==> config.mk <==
export PLATFORM = sky130hd
export DESIGN_NAME = pipe_stage_skid
export DESIGN_NICKNAME = d
export VERILOG_FILES = /design/src/rtl/pipe_pkg.sv /design/src/rtl/pipe_stage_skid_sat_counter.sv /design/src/rtl/pipe_stage_skid.sv
export SDC_FILE = /design/constraint.sdc
export NUM_CORES = 1
export LEC_CHECK = 0
export CAP_MARGIN = 10
export CELL_PAD_IN_SITES_DETAIL_PLACEMENT = 1
export CELL_PAD_IN_SITES_GLOBAL_PLACEMENT = 2
export CORE_UTILIZATION = 32
export CTS_CLUSTER_SIZE = 25
export DETAILED_ROUTE_END_ITERATION = 8
export HOLD_SLACK_MARGIN = 0.06
export PLACE_DENSITY = 0.86
export SLEW_MARGIN = 25
export SYNTH_ARGS = -nofsm -noshare
export SYNTH_HDL_FRONTEND = slang
export SYNTH_SLANG_ARGS = --single-unit
export TNS_END_PERCENT = 30
==> constraint.sdc <==
create_clock -name CLK -period 3.6 [get_ports CLK]
set_clock_uncertainty 0.15 [all_clocks]
set_input_delay 0.36 -clock CLK [delete_from_list [all_inputs] [get_ports CLK]]
set_output_delay 0.36 -clock CLK [all_outputs]
set_load 0.005 [all_outputs]
==> src/rtl/pipe_pkg.sv <==
// Shared pipeline-stage types: handshake stage state and occupancy decode.
package pipe_pkg;

  localparam int unsigned OCC_W = 2;

  typedef enum logic [1:0] {
    PS_EMPTY = 2'd0,
    PS_ONE   = 2'd1,
    PS_FULL  = 2'd2
  } pipestate_t;

  // Number of payloads held in each state.
  function automatic logic [OCC_W-1:0] occ_of(input pipestate_t s);
    case (s)
      PS_ONE:  return OCC_W'(1);
      PS_FULL: return OCC_W'(2);
      default: return OCC_W'(0);
    endcase
  endfunction

endpackage

==> src/rtl/pipe_stage_skid_sat_counter.sv <==
// Saturating up-counter: holds at all-ones, cleared only by synchronous reset.
module sat_counter #(
  parameter int unsigned CNT_W = 16
) (
  input  logic             CLK,
  input  logic             RST,
  input  logic             inc,
  output logic [CNT_W-1:0] count
);

  logic [CNT_W-1:0] count_q;
  logic [CNT_W-1:0] count_d;

  always_comb begin
    count_d = count_q;
    if (inc && (count_q != {CNT_W{1'b1}})) begin
      count_d = count_q + CNT_W'(1);
    end
  end

  always_ff @(posedge CLK) begin
    if (RST) begin
      count_q <= '0;
    end else begin
      count_q <= count_d;
    end
  end

  assign count = count_q;

endmodule

==> src/rtl/pipe_stage_skid.sv <==
// Pipeline stage register with valid/ready handshake, one-entry skid buffer,
// flush-to-NOP and saturating stall/flush counters.
module pipe_stage_skid
  import pipe_pkg::*;
#(
  parameter int unsigned     WIDTH = 32,
  parameter logic [WIDTH-1:0] NOP  = '0,
  parameter int unsigned     CNT_W = 16
) (
  input  logic             CLK,
  input  logic             RST,
  input  logic             flush,
  input  logic             in_valid,
  output logic             in_ready,
  input  logic [WIDTH-1:0] in_data,
  output logic             out_valid,
  input  logic             out_ready,
  output logic [WIDTH-1:0] out_data,
  output logic [1:0]       occupancy,
  output logic [CNT_W-1:0] stall_cnt,
  output logic [CNT_W-1:0] flush_cnt
);

  pipestate_t       state_q, state_d;
  logic [WIDTH-1:0] main_q, main_d;
  logic [WIDTH-1:0] skid_q, skid_d;
  logic             in_fire;
  logic             out_fire;
  logic             stall_inc;

  always_ff @(posedge CLK) begin
    if (RST) begin
      state_q <= PS_EMPTY;
      main_q  <= NOP;
      skid_q  <= NOP;
    end else begin
      state_q <= state_d;
      main_q  <= main_d;
      skid_q  <= skid_d;
    end
  end

  // in_ready looks only at registered state, flush and reset; never out_ready.
  always_comb begin
    state_d   = state_q;
    main_d    = main_q;
    skid_d    = skid_q;
    in_ready  = !RST && !flush && (state_q != PS_FULL);
    out_valid = (state_q != PS_EMPTY);
    in_fire   = in_valid && in_ready;
    out_fire  = out_valid && out_ready;
    stall_inc = out_valid && !out_ready;

    if (flush) begin
      state_d = PS_EMPTY;
      main_d  = NOP;
      skid_d  = NOP;
    end else begin
      case (state_q)
        PS_EMPTY: begin
          if (in_fire) begin
            main_d  = in_data;
            state_d = PS_ONE;
          end
        end
        PS_ONE: begin
          if (in_fire && out_fire) begin
            main_d = in_data;
          end else if (in_fire) begin
            skid_d  = in_data;
            state_d = PS_FULL;
          end else if (out_fire) begin
            main_d  = NOP;
            state_d = PS_EMPTY;
          end
        end
        PS_FULL: begin
          // Skid entry is older than anything upstream, so it moves up first.
          if (out_fire) begin
            main_d  = skid_q;
            skid_d  = NOP;
            state_d = PS_ONE;
          end
        end
        default: begin
          state_d = PS_EMPTY;
          main_d  = NOP;
          skid_d  = NOP;
        end
      endcase
    end
  end

  assign out_data  = main_q;
  assign occupancy = occ_of(state_q);

  sat_counter #(.CNT_W(CNT_W)) u_stall_cnt (
    .CLK   (CLK),
    .RST   (RST),
    .inc   (stall_inc),
    .count (stall_cnt)
  );

  sat_counter #(.CNT_W(CNT_W)) u_flush_cnt (
    .CLK   (CLK),
    .RST   (RST),
    .inc   (flush),
    .count (flush_cnt)
  );

endmodule
# Word-level counts from Yosys, hierarchy flattened
# Index checks and enable logic that the tools add are counted.
dict set report totals {
  regBits 98
  inputBits 37
  out_inout_bits 68
  word_cells 52
}
dict set report op_classes {
  addsub 2
  n_eq_ne 12
  n_mux 15
  bitwise 1
  reduce_logical 17
}
# cell count
set ops {}
lappend ops {{2-to-1 mux 32 bit} 6}
lappend ops {{one-hot mux 32 bit (3 select lines)} 2}
lappend ops {{adder 16 x 1 -> 16 bit, second input constant} 2}
lappend ops {{inequality test 16 bit, second input constant} 2}
lappend ops {{AND reduction 4 bit} 3}
lappend ops {{2-to-1 mux 2 bit} 5}
lappend ops {{inequality test 2 bit, second input constant} 5}
lappend ops {{inequality test 3 bit, second input constant} 3}
lappend ops {{logical AND 1 bit} 8}
lappend ops {{one-hot mux 2 bit (3 select lines)} 1}
lappend ops {{one-hot mux 2 bit (2 select lines)} 1}
lappend ops {{logical NOT 1 bit} 3}
lappend ops {{equality test 2 x 1 -> 1 bit, second input constant} 1}
lappend ops {{equality test 2 bit, second input constant} 1}
lappend ops {{logical NOT 2 bit} 1}
lappend ops {{nonzero test 2 bit} 1}
lappend ops {{OR reduction 2 bit} 1}
lappend ops {{NOT 1 bit} 1}

# Longest topological paths before layout
# Gate-level depths: netlist of the first run.
dict set report logic_depth {
  word_depth 7
  depth_mapped 7
  depth_no_buf 5
}

# By module
# From an unflattened synthesis of the first run, not the netlist that was laid out.
dict set report hier_totals {
  cells_unflattened 552
  area_unflattened_um2 4921.0
}
# mod n_inst cells_each area_per_inst_um2 seq_area_each_um2
set by_module_without_submodules {}
lappend by_module_without_submodules {pipe_stage_skid 1 354 3224.3 1321.3}
lappend by_module_without_submodules {sat_counter 2 99 848.3 320.3}

# Least setup slack after synthesis of the first run
# OpenSTA, ideal clock, no wires.
dict set report synth_timing {
  path_type {reg-to-reg}
  start {register u_stall_cnt.count_q[0], in the netlist u_stall_cnt.count[0]}
  end {register u_stall_cnt.count_q[10], in the netlist u_stall_cnt.count[10]}
  setup_time_ns 0.070
  t_arrival_ns 1.727
  required_ns 3.380
  path_slack_ns 1.652
  path_stages_with_launch 6
  n_path_buf 0
  synth_period_minus_slack_ns 1.948
  cell_sequence {dfxtp_1 -> ha_1 -> nand4_1 -> or3_4 -> or4_1 -> a21oi_1}
}
dict set report synth_via {
  elab_chain_len 2
  word_cells_on_any_way 3
  classes_between {add/sub: 1; eq/ne: 1; reduce/logical: 1}
}
# element line
set synth_rtl {}
lappend synth_rtl {{start: declaration} pipe_stage_skid_sat_counter.sv:11} ;# logic [CNT_W-1:0] count_q;
lappend synth_rtl {{start signal: assignment} pipe_stage_skid_sat_counter.sv:25} ;# count_q <= count_d;
lappend synth_rtl {{branches (longest 2 deep; another with adder 16 x 1 -> 16 bit)} -}
# Several ways; the timed one is not identified.
# A chain may end at the register's enable or synchronous reset.

# Worst setup path in the final report of the first run
dict set report layout_timing {
  start {register state_q[1]}
  end {output occupancy[1]}
}
dict set report layout_via {
  elab_chain_len 2
  word_cells_on_any_way 3
  classes_between {eq/ne: 2; mux: 1}
}
# element line
set layout_rtl {}
lappend layout_rtl {{start: declaration} pipe_stage_skid.sv:24} ;# pipestate_t state_q, state_d;
lappend layout_rtl {{start signal: assignment} pipe_stage_skid.sv:37} ;# state_q <= state_d;
lappend layout_rtl {{equality test 2 bit or equality test 2 x 1 -> 1 bit (tied branches)} pipe_pkg.sv:14} ;# case (s)
lappend layout_rtl {{one-hot mux 2 bit (2 select lines) *} pipe_pkg.sv:14}
lappend layout_rtl {{end: declaration} pipe_stage_skid.sv:19} ;# output logic [1:0] occupancy,
# Mark *: on every way between the ends. The rest lies on a longest branch, timed or not.

==> results.md, run 1 <==
- Ant. Diodes: 0
- Fin cells: between 800 and 900
- Sequential area share after synthesis: between 30% and 40%
- Minimum clock period: between 2 and 3 ns
- Final setup violation count: 0
- CTS root buf: clkbuf_16
- Leakage: between 2 and 2.5 nW
- TritonCTS Sinks: slightly below 100
- Post-route DRC: 0
- Share of the synthesized area in the top cell type: 39.3%
- Initial antenna violation count: 0
- Hold Fails Final Rpt: 0
- Syn Area/Cell: ~8.2 sq um
- Number of global-route vias before repair: ~4900
- Max cap viols: 0
- Dpl ws: approximately 0.8 ns
- Worst VDD drop: approximately 240 uV
- RePlAce Congestion: roughly 0.8
- Initial core utilization: 32.9%
- Clk slew on worst S/H paths: ~0.070 ns
- Worst Setup Start Kind: flop
- Vias: between 4000 and 5000
- Detail Placement HPWL: about 11000 um
- Most frequent cell after synthesis: dfxtp_1
- Main area contributors after synthesis: dfxtp_1 39%, a21oi_1 9.2%, and2_1 7.9%
- Die extent in x: 127 um
- Total CTS buffers: 9
- Layout area overhead: 30.3%
- PostCTS Resize Cnt: 0
- Number of different library cells in the post-synthesis netlist: 48
- DRT iter0 DRCs: between 200 and 300
- Final instance area: around 6500 sq um
- Wire length of the first global-routing pass: between 20000 and 30000 um
- Final worst slack: 0.954 ns
- CP Max Fanout: 27
- Multi-input combinational cell area: 2810 sq um
- Clock Latency Late Sink: around 0.35 ns
- Syn Nets: 650
- Synthesized cell area: about 5000 sq um
- Fraction of registers with async set/reset: 0%
- Max Slew Vio Count: 0
- CTS Hold Bufs: 0
- Layout cells sized above 1: around 7.3%
- Status: finished clean
- Yosys warning count: 0
- Clock Path Buffers: 2
- Ports: roughly 110
- WP data required: between 3 and 4 ns
- Area leader, netlist: dfxtp_1
- CTS tree: yes
- Power per cell area: between 300 and 400 nW/um^2
- Core area: approximately 15000 sq um
- Fmax: ~0.38 GHz
- Post-synthesis cell count: 611
- Vias/cell: between 5 and 6
- Post-DP Area: about 6000 sq um
- Total Wirelength: around 15000 um
- WS Path Type: reg -> out
- Die area: about 16000 sq um
- Slew margin rel.: 49.7%
- Post-CTS Setup Repair Bufs: 0
- Number of synthesized flops with an enable pin: 0
- Register bit total from synthesis: slightly below 100
- CP arrival: between 2 and 2.5 ns
- DIE HEIGHT: between 100 and 150 um
- Final worst-path cycle share: 73.5%
- Commonest register cell after synthesis: dfxtp_1
- RSZ-0062 raised after global routing: no
- Worst slew pin tran: between 0.7 and 0.8 ns
- Global-route usage over all layers: 19.8%
- Setup tns final: 0 ns
- GR Overflow Total: 0
- Pin count of the biggest net entering global routing: 67
- Drt first pass iters: 6
- Nature of the critical path endpoint: primary output
- Final ANT Viol Nets: 0
- Dpl cells: a little under 900
- Filler cells: about 1800
- Num rows: 45
- Hold/Removal Path Class: reg -> reg
- # port buffers: 104
- Register Area: ~2000 sq um
- Nets@finish: 729
- H-Tree Depth: 3
- WL/cell: approximately 18 um
- Synth top cells by count: 98 x dfxtp_1, 92 x a21oi_1, 63 x and2_1, 43 x nand2_1, 43 x nor2_1
## critical path, stage by stage, from the launching register on
cell	delay [ns]
dfxtp_1	0.64
buf_4	0.37
nor2b_2	0.24
clkdlybuf4s50_1	0.53
## cells by family (layout without fill, tap and decap cells)
| group | count (synthesis) | in the layout | synth area share [%] |
|---|---|---|---|
| fa+ha+maj | 2 | 2 | 0.501 |
| mux | 39 | 39 | 7.92 |
| buf+inv | 58 | 142 | 5.11 |
| flops | 98 | 98 | 39.3 |
| simple gates | 257 | 257 | 29.2 |
| xor+xnor | 1 | 1 | 0.175 |
| compound gates | 156 | 156 | 17.8 |
## cells in the final DEF (no fill, tap or decap), types with 3 or more instances in the layout
master | Yosys | routed
nand4_1 | 12 | 12
nor2_1 | 43 | 43
nor4_1 | 5 | 5
mux2_2 | 4 | 4
o21ai_1 | 5 | 5
o31ai_1 | 17 | 17
nor2b_1 | 5 | 3
clkbuf_16 | 0 | 9
nand3_1 | 7 | 7
and4_1 | 3 | 3
or2_2 | 4 | 4
dfxtp_1 | 98 | 97
buf_4 | 7 | 13
inv_1 | 8 | 8
nand2_1 | 43 | 43
o21ai_0 | 3 | 3
clkbuf_8 | 0 | 4
a21oi_1 | 92 | 92
or4_1 | 13 | 13
o22ai_1 | 32 | 32
nand2b_1 | 32 | 32
clkdlybuf4s50_1 | 0 | 104
mux2i_1 | 35 | 35
and2_1 | 63 | 63
or3_1 | 9 | 9
## power breakdown
group          internal, mW  switching (mW)  leakage (nW)  total (mW)
registers              1.10          0.0145         0.791        1.11
logic                 0.107           0.116          1.19       0.223
clock network         0.616           0.422         0.156        1.04
total                  1.82           0.553          2.14        2.37
## registers in the layout (all words and copies together), names as in the netlist
name / flops
skid_q: 32
state_q: 2
u_stall_cnt.count: 16
u_flush_cnt.count: 16
out_data: 32
## worst paths after layout
check / startpoint / end / slack (ns) / cells after the start
min: out_data[4] / out_data[4] / 0.30 / 2
max: state_q[1] / occupancy[1] / 0.95 / 3
min reg2reg: out_data[4] / out_data[4] / 0.30 / 2
max reg2reg: state_q[0] / out_data[31] / 0.98 / 6
## layout make-up
class | instances | area share, %
repair buffers | 118 | 17.8
clock buffers | 15 | 4.42
flip-flops and latches | 98 | 30.2
well taps | 188 | 3.61
multi-input cells | 455 | 43.1
clock inverters | 1 | 0.461
inverters | 8 | 0.461
## metal layers
| layer | part of all wire [%] | track usage [%] | vias to the layer above |
|---|---|---|---|
| met5 | 0 | 0 | - |
| met4 | 0.79 | 4.34 | 0 |
| met3 | 3.9 | 4.89 | 8 |
| met2 | 49 | 34.6 | 98 |
| met1 | 46 | 24.5 | 2339 |
| li1 | - | - | 2322 |
## per-stage QoR
| step | total power [mW] | hold WS (ns) | util, % |
|---|---|---|---|
| detailed placement | 1.36 | 0.296 | 40.7 |
| floorplan | 1.25 | 0.298 | - |
| finish | 2.37 | 0.302 | 42.8 |
| global placement | 1.35 | 0.290 | 40.7 |
| CTS | 2.40 | 0.307 | 42.8 |
| global route | 2.46 | 0.316 | 42.8 |
No activity file was read; power rests on OpenSTA's default activity.
==> run 2, diff against run 1 <==
- CORE_UTILIZATION: 32 -> 27
- PLACE_DENSITY: 0.86 -> 0.78
- clock period: 3.6 -> 2.4 ns (I/O delays scaled with it)
==> results.md, run 2 (synthesis results as in run 1) <==
- Worst slew pin tran: 0.736 ns (-0.0105 ns)
- Dpl ws: -0.000291 ns (-0.788 ns)
- RSZ-0062 raised after global routing: no
- Met2 usage: 29.5% (-5.1 points)
- Core area: 18000 sq um (+19%)
- Vias/cell: 5.13 (-4.9%)
- Post-route DRC: 0 (unchanged)
- WS Path Type: in -> out
- Clock Path Buffers: 2 (unchanged)
- Final worst slack: 0.117 ns (-0.836 ns)
- CP dominant cell by count: clkdlybuf4s50_1
- Wire length of the first global-routing pass: 25800 um (+2.0%)
- Drt first pass iters: 4 (-2)
- Status: finished clean
- Hold path start: out_data[23]
- Number of global-route vias before repair: 4989 (+1.5%)
- CP peak stage delay: 0.55 ns (-0.09 ns)
- Most frequent cells in the layout: 103 x clkdlybuf4s50_1, 97 x dfxtp_1, 92 x a21oi_1, 63 x and2_1
- Die extent in x: 138 um (+8.7%)
- Detail Placement HPWL: 10900 um (+3.6%)
- Register Area: 1960 sq um (unchanged)
- Clock Latency Late Sink: 0.35 ns (about the same)
- CTS Hold Bufs: 0 (unchanged)
- Slew margin rel.: 50.9% (+1.2 points)
- Filler cells: 2116 (+17%)
- Total CTS buffers: 9 (unchanged)
- Power per cell area: 522 nW/um^2 (+43%)
- CTS root buf: clkbuf_16
- Vias: 4809 (+0.88%)
- Worst reg2reg startpoint: u_stall_cnt.count[0]
- H-Tree Depth: 3 (unchanged)
- Slowest-stage cell, CP: clkdlybuf4s50_1
- Final setup violation count: 0 (unchanged)
- GR peak layer: met2
- RePlAce Congestion: 0.766 (-4.7%)
- Hold/Removal Path Class: reg -> reg
- Nets@finish: 743 (+1.9%)
- Fmax: 0.438 GHz
- R2R cell count: 5 (-1)
- Met3 Track Usage GR: 3.98% (-0.91 points)
- WP data required: 2.01 ns (-1.08 ns)
- Min Hold Slack: 0.304 ns (+0.00202 ns)
- Initial core utilization: 27.7% (-5.1 points)
- Final instance area: 6670 sq um (+2.4%)
- WL/cell: 16.9 um (-3.3%)
- Reg2reg end: u_stall_cnt.count[10]
- Worst Hold Path EP: out_data[23]
- Clk slew on worst S/H paths: 0.07 ns (about the same)
- Ports: 105 (unchanged)
- Minimum clock period: about 2.3 ns
- Worst Setup Start Kind: primary input
- TritonCTS Sinks: 98 (unchanged)
- CTS tree: yes
- Total Wirelength: 15900 um (+2.6%)
- Max cap viols: 0 (unchanged)
- Post-DP Area: 6380 sq um (+3.1%)
- Nature of the critical path endpoint: primary output
- Final core occ: 37.0% (-5.8 points)
- Multi-input combinational cell area: 2800 sq um (-0.31%)
- Final worst-path cycle share: between 90 and 100%
- Global-route usage over all layers: 16.7% (-3.1 points)
- Launch point of the worst path: RST
- Layout cells sized above 1: 8.90% (+1.6 points)
- GR Overflow Total: 0 (unchanged)
- Max Slew Vio Count: 0 (unchanged)
- Ant. Diodes: 0 (unchanged)
- Num rows: 49 (+8.9%)
- Leakage: 2.20 nW (+2.6%)
- Final ANT Viol Nets: 0 (unchanged)
- # port buffers: 104 (unchanged)
- CP Max Fanout: 5 (-81%)
- Hold Fails Final Rpt: 0 (unchanged)
- Met1 Use GR: 20.0% (-4.5 points)
- Worst VDD drop: 281 uV (+19%)
- WHS Path Cells: 2 (unchanged)
- DIE HEIGHT: 138 um (+8.7%)
- Worst path cell trace: clkdlybuf4s50_1, or2_2, nor2_1, clkdlybuf4s50_1
- R2R Setup Slk: 0.25 ns (-0.73 ns)
- Layout area overhead: 33.5%
- Pin count of the biggest net entering global routing: 67 (unchanged)
- Die area: 19000 sq um (+18%)
- Initial antenna violation count: 0 (unchanged)
- DRT iter0 DRCs: 178 (-34%)
- CP arrival: 1.89 ns (-0.25 ns)
- Commonest non-fill, non-tap cell in the layout: clkdlybuf4s50_1
## run 2: layout make-up
| class | instances | area share, % |
|---|---|---|
| repair buffers | 132 | 19.6 |
| well taps | 229 | 4.30 |
| clock inverters | 2 | 0.563 |
| inverters | 8 | 0.450 |
| multi-input cells | 455 | 41.9 |
| flip-flops and latches | 98 | 29.4 |
| clock buffers | 13 | 3.75 |
## run 2: worst max path at each step
stage	slack [ns]	depth (start not counted)	to
5_1_grt	0.05	4	in_ready
4_1_cts	0.06	4	in_ready
3_3_place_gp	0.03	5	u_flush_cnt.count[15]
3_5_place_dp	-0.0003	5	u_flush_cnt.count[15]
2_1_floorplan	0.45	5	u_stall_cnt.count[10]
6_report	0.12	4	in_ready
## run 2: metal layers
layer | part of all wire (%) | wire length, um
met5 | 0 | 0
met4 | 1.5 | 231
met3 | 3.4 | 541
met2 | 50 | 7880
met1 | 45 | 7210
## run 2: stage by stage
stage | std cells | power, mW | TNS [ns]
2_1_floorplan | 611 | 1.87 | 0
5_1_grt | 937 | 3.62 | 0
4_1_cts | 937 | 3.55 | 0
3_5_place_dp | 922 | 2.06 | -0.000291
6_report | 937 | 3.48 | 0
3_3_place_gp | 922 | 2.05 | 0
## run 2: worst max-delay path: cells and delay by family
kind	cells	cell delay, ns
AND/OR/NAND/NOR	2	0.55
buffers and inverters	2	1.09
## run 2: what timing repair did
| item | 4_1_cts | 5_1_grt |
|---|---|---|
| setup endpoints to repair | 0 | 1 |
| buffers inserted | 0 | 0 |
| endpoints found under the hold margin | 0 | 0 |
| gates resized for setup | 0 | 1 |
## run 2: report_power, final
part | switching (mW) | total (mW) | internal, mW
clock network | 0.634 | 1.47 | 0.834
logic | 0.184 | 0.356 | 0.172
registers | 0.0171 | 1.66 | 1.64
total | 0.835 | 3.48 | 2.65
